**config.mk**
```make
export PLATFORM = sky130hd
export DESIGN_NAME = systolic_input_stager
export DESIGN_NICKNAME = d
export VERILOG_FILES = /design/src/rtl/systolic_input_stager.sv
export SDC_FILE = /design/constraint.sdc
export NUM_CORES = 1
export LEC_CHECK = 0
export BUFFER_PORTS_ARGS = -buffer_cell sky130_fd_sc_hd__buf_4
export CAP_MARGIN = 5
export CELL_PAD_IN_SITES_DETAIL_PLACEMENT = 1
export CELL_PAD_IN_SITES_GLOBAL_PLACEMENT = 1
export CORE_UTILIZATION = 32
export CTS_BUF_LIST = sky130_fd_sc_hd__clkbuf_16
export CTS_CLUSTER_SIZE = 14
export DETAILED_ROUTE_END_ITERATION = 12
export MAX_ROUTING_LAYER = met4
export PLACE_DENSITY_LB_ADDON = 0.25
export SYNTH_ARGS = -nofsm -noshare
export SYNTH_HDL_FRONTEND = slang
export SYNTH_SLANG_ARGS = --single-unit
```
**constraint.sdc**
```tcl
create_clock -name clk -period 6.4 [get_ports clk]
set_clock_uncertainty 0.05 [all_clocks]
set_input_delay 0.64 -clock clk [delete_from_list [all_inputs] [get_ports clk]]
set_output_delay 0.64 -clock clk [all_outputs]
set_load 0.005 [all_outputs]
```
**src/rtl/systolic_input_stager.sv**
```systemverilog
// Lockstep A/W row FIFO feeding a diagonally skewed per-lane pipe for a systolic array edge.
// Define SYSTOLA_INP_ERR_EN to build the sticky overflow/underflow flags; otherwise ovf/udf are tied low.
module systolic_input_stager #(
  parameter int LANES = 8,
  parameter int DW    = 8,
  parameter int DEPTH = 4,
  localparam int CW   = $clog2(DEPTH + 1)
) (
  input  logic                      clk,
  input  logic                      rstn,
  input  logic                      clr,
  input  logic [LANES-1:0][DW-1:0]  ainport,
  input  logic [LANES-1:0][DW-1:0]  winport,
  input  logic                      write,
  input  logic                      read,
  output logic                      full,
  output logic                      empty,
  output logic [CW-1:0]             count,
  output logic [LANES-1:0][DW-1:0]  as,
  output logic [LANES-1:0][DW-1:0]  ws,
  output logic [LANES-1:0]          avalid,
  output logic                      ovf,
  output logic                      udf
);

  localparam int PW = $clog2(DEPTH);

  logic [LANES-1:0][DW-1:0] a_mem [DEPTH];
  logic [LANES-1:0][DW-1:0] w_mem [DEPTH];
  logic [PW-1:0]            wr_ptr, rd_ptr;
  logic [CW-1:0]            cnt;
  logic                     pop_acc, push_acc;
  logic [LANES-1:0][DW-1:0] head_a, head_w;

  assign full     = (cnt == CW'(DEPTH));
  assign empty    = (cnt == '0);
  assign count    = cnt;
  assign pop_acc  = read && !empty;
  assign push_acc = write && (!full || pop_acc);

  // Rows not popped this cycle enter the pipe as an invalid, zeroed row.
  assign head_a = pop_acc ? a_mem[rd_ptr] : '0;
  assign head_w = pop_acc ? w_mem[rd_ptr] : '0;

  always_ff @(posedge clk) begin
    if (push_acc && !clr) begin
      a_mem[wr_ptr] <= ainport;
      w_mem[wr_ptr] <= winport;
    end
  end

  always_ff @(posedge clk or negedge rstn) begin
    if (!rstn) begin
      wr_ptr <= '0;
      rd_ptr <= '0;
      cnt    <= '0;
    end else if (clr) begin
      wr_ptr <= '0;
      rd_ptr <= '0;
      cnt    <= '0;
    end else begin
      if (push_acc) wr_ptr <= wr_ptr + PW'(1);
      if (pop_acc)  rd_ptr <= rd_ptr + PW'(1);
      case ({push_acc, pop_acc})
        2'b10:   cnt <= cnt + CW'(1);
        2'b01:   cnt <= cnt - CW'(1);
        default: cnt <= cnt;
      endcase
    end
  end

  // Lane g is registered through g+1 stages, producing the diagonal wavefront.
  for (genvar g = 0; g < LANES; g++) begin : g_lane
    logic [DW-1:0] a_pipe [0:g];
    logic [DW-1:0] w_pipe [0:g];
    logic          v_pipe [0:g];

    always_ff @(posedge clk or negedge rstn) begin
      if (!rstn) begin
        for (int k = 0; k <= g; k++) begin
          a_pipe[k] <= '0;
          w_pipe[k] <= '0;
          v_pipe[k] <= 1'b0;
        end
      end else if (clr) begin
        for (int k = 0; k <= g; k++) begin
          a_pipe[k] <= '0;
          w_pipe[k] <= '0;
          v_pipe[k] <= 1'b0;
        end
      end else begin
        a_pipe[0] <= head_a[g];
        w_pipe[0] <= head_w[g];
        v_pipe[0] <= pop_acc;
        for (int k = 1; k <= g; k++) begin
          a_pipe[k] <= a_pipe[k-1];
          w_pipe[k] <= w_pipe[k-1];
          v_pipe[k] <= v_pipe[k-1];
        end
      end
    end

    assign as[g]     = a_pipe[g];
    assign ws[g]     = w_pipe[g];
    assign avalid[g] = v_pipe[g];
  end

`ifdef SYSTOLA_INP_ERR_EN
  logic ovf_q, udf_q;

  always_ff @(posedge clk or negedge rstn) begin
    if (!rstn) begin
      ovf_q <= 1'b0;
      udf_q <= 1'b0;
    end else if (clr) begin
      ovf_q <= 1'b0;
      udf_q <= 1'b0;
    end else begin
      if (write && full && !read) ovf_q <= 1'b1;
      if (read && empty)          udf_q <= 1'b1;
    end
  end

  assign ovf = ovf_q;
  assign udf = udf_q;
`else
  assign ovf = 1'b0;
  assign udf = 1'b0;
`endif

endmodule

```
==> out/metrics.cfg <==
[run_status]
outcome = complete, no violations

[yosys]
ys_types = 39
yosysWarnings = 0
synth_cells = 2082
synth_area_per_cell_um2 = 18.5
netlist_area_um2 = 38500
ys_ff_latch = 1103
synth_seq_area_share_pct = 78.3

[place]
portBuffers = 273
gp_congestion = 0.695
hpwlAfterDp_um = 41400

[routing]
drc = 0
via_per_inst = 4.19
ant_nets = 0
postRouteWirelength_um = 75000
wire_per_inst_um = 18.7
drtPass1Iterations = 5
dr_total_vias = 16700
drt-initial-drc-count = 804

[critical_path]
cp.arrival_ns = 3.27
critical_path_required_ns = 6.67
slowest_stage = and2_4
path_cells = nor4b_2, nor3_1, and2_4, buf_12
end_kind = flop
critPathKind = flop to flop
critPathLaunchType = flop
slowest_delay_ns = 0.78
critPathMaxFanout = 81

[finish]
drive_gt1_share_pct = 25.1
nets = 2418
syn2layout_area_growth_pct = 17.4

[die]
fp.dieW_um = 349
coreArea_um2 = 119000
io_pins = 276
rows = 126
die_area_um2 = 122000
fp.dieH_um = 349
initial_utilization_pct = 32.4

[pwr]
power_density_nw_per_um2 = 333
vdd_drop_max_mv = 0.203
p_total_mw = 15.1
power.leakage_nw = 18.5

[grt]
overflow = 0
antenna_found_initial = 19
track_usage_pct = 13.0
grt_max_degree = 169
grt_pass1_wl_um = 116000
grt_pass1_vias = 18700

[sta]
period_share_pct = 46.8
tightest_slew_ns = 1.04
setup_tns_ns = 0
post-route-min-period_ns = 3.00
slew_violations = 0
setup_violations = 0
hold_viol = 0
max_freq_mhz = 334
slew_headroom_pct = 30.5
rsz0062_at_grt = no

[clock_tree]
ctsResizeCount = 0
cts_sinks = 1103
cts.reportedPaths.clkPinSlew_ns = 0.06
cts_buffer_depth = 3
cts_made_buffers = 117
clock_latency_ns = 0.69
cts_root_buffer = clkbuf_16
cts_tree = yes
htreeDepth = 3

[flow_run]
maxCapViolCount = 0

[worst_hold_path]
hp-class = primary input to flop

-- where the power goes --
part | switching [mW] | total (mW) | internal (mW) | leakage [nW]
registers | 0.0760 | 7.70 | 7.62 | 12.9
logic | 0.453 | 0.881 | 0.428 | 3.62
clock network | 2.72 | 6.48 | 3.76 | 1.99
-- layout make-up --
class | count | area (um2)
well taps | 1600 | 2000
inverters | 7 | 26.3
fillers | 11700 | 73500
repair buffers | 292 | 2320
diodes | 16 | 40.0
clock inverters | 94 | 543
flip-flops and latches | 1103 | 30200
multi-input cells | 759 | 6900
clock buffers | 129 | 3230
-- synth_stat cells, drive strengths merged --
| library cell | n | area (um2) |
|---|---|---|
| a211oi | 1 | 7.51 |
| o21bai | 1 | 7.51 |
| nand3 | 1 | 5.00 |
| inv | 7 | 26.3 |
| a21oi | 3 | 15.0 |
| o21ai | 2 | 10.0 |
| nor3 | 2 | 15.0 |
| edfxtp | 512 | 15400 |
| buf | 162 | 1250 |
| or2 | 1 | 6.26 |
| o31ai | 1 | 7.51 |
| o311ai | 1 | 8.76 |
| ha | 4 | 50.1 |
| nor4b | 1 | 15.0 |
| o221ai | 2 | 17.5 |
| o211ai | 1 | 7.51 |
| nand3b | 1 | 7.51 |
| xor2 | 3 | 26.3 |
| nor2 | 6 | 22.5 |
| mux2 | 1 | 11.3 |
| clkbuf | 52 | 195 |
| or4 | 1 | 7.51 |
| conb | 1 | 3.75 |
| or3 | 1 | 6.26 |
| fa | 1 | 20.0 |
| nand2b | 1 | 6.26 |
| nand2 | 1 | 3.75 |
| xnor2 | 1 | 8.76 |
| a31oi | 1 | 6.26 |
| nor2b | 583 | 3650 |
| mux4 | 128 | 2880 |
| and2 | 5 | 31.3 |
| or3b | 1 | 11.3 |
| dfrtp | 591 | 14800 |
| o211a | 1 | 10.0 |
-- path summary, 6_finish.rpt --
check,from,endpoint,slack (ns),depth (start not counted)
max in group asynchronous,rstn,rd_ptr[0],4.07,3
hold reg to reg,g_lane[7].w_pipe[23],g_lane[7].w_pipe[15],0.40,1
setup reg to reg,count[2],a_mem[0][53],3.40,4
min in group asynchronous,rstn,g_lane[5].w_pipe[12],0.52,2
setup / recovery,count[2],a_mem[0][53],3.40,4
hold / removal,winport[49],w_mem[2][49],0.1,1
-- per-layer routing --
metal / up-vias / wire, um / GRT usage, %
li1: 7535 / - / -
met1: 8781 / 32500 / 16.3
met2: 328 / 36800 / 20.7
met3: 104 / 4350 / 3.53
met4: 0 / 1400 / 3.97
met5: - / 0 / -
-- through the flow --
stage / instance area [um2] / cells / setup WS, ns / hold WS (ns) / utilization, %
5_1_grt: 45200 / 3999 / 3.23 / 0.0465 / 38.1
6_report: 45200 / 4000 / 3.40 / 0.0964 / 38.1
4_1_cts: 45200 / 3984 / 3.31 / 0.0192 / 38.1
3_3_place_gp: 41400 / 3760 / 3.09 / 0.392 / 34.9
3_5_place_dp: 41400 / 3760 / 3.05 / 0.399 / 34.9
2_1_floorplan: 38500 / 2083 / 1.72 / 0.294 / -
-- registers in the layout (all words and copies together), names as in the netlist --
register       count
g_lane.w_pipe    232
g_lane.a_pipe    232
avalid             7
wr_ptr             2
a_mem            256
g_lane.v_pipe      1
rd_ptr             2
as                56
count              3
w_mem            256
ws                56
-- kinds of logic (layout without fill, tap and decap cells) --
group	after synthesis	count (layout)	synth area share (%)
AOI/OAI and AO/OA	14	14	0.253
xor gates and xnor gates	4	4	0.0910
adders and majority gates	5	5	0.182
buffers and inverters	221	522	3.82
DFF	1103	1103	78.3
muxes	129	129	7.51
other	1	18	0.00974
and+or+nand+nor	605	605	9.83
-- critical path, delay by kind of cell, from the launching register on --
kind | cells | cell delay, ns
buf+inv | 1 | 0.49
simple gates | 3 | 1.42
flops | 1 | 0.51
-- placed cells by master (no fill, tap or decap), types with 2 or more instances in the layout --
cell | synthesis | routed
clkinv_4 | 0 | 2
clkinv_1 | 0 | 23
a21oi_1 | 3 | 3
buf_12 | 0 | 9
edfxtp_1 | 512 | 512
clkbuf_16 | 0 | 129
o21ai_0 | 2 | 2
inv_2 | 0 | 2
dfrtp_4 | 0 | 2
nor2b_1 | 583 | 583
inv_6 | 0 | 6
dfrtp_1 | 591 | 589
mux4_2 | 128 | 128
diode_2 | 0 | 16
buf_4 | 118 | 280
ha_1 | 4 | 4
o221ai_1 | 2 | 2
buf_8 | 0 | 2
conb_1 | 1 | 2
inv_1 | 7 | 39
nor2_1 | 6 | 6
clkinv_2 | 0 | 23
and2_4 | 0 | 4
bufinv_16 | 0 | 4
xor2_1 | 3 | 3
-- repair_timing --
item	4_1_cts	5_1_grt
hold buffers	1	0
endpoints found under the hold margin	95	0
setup buffers	0	0
No activity file was read; power rests on OpenSTA's default activity.
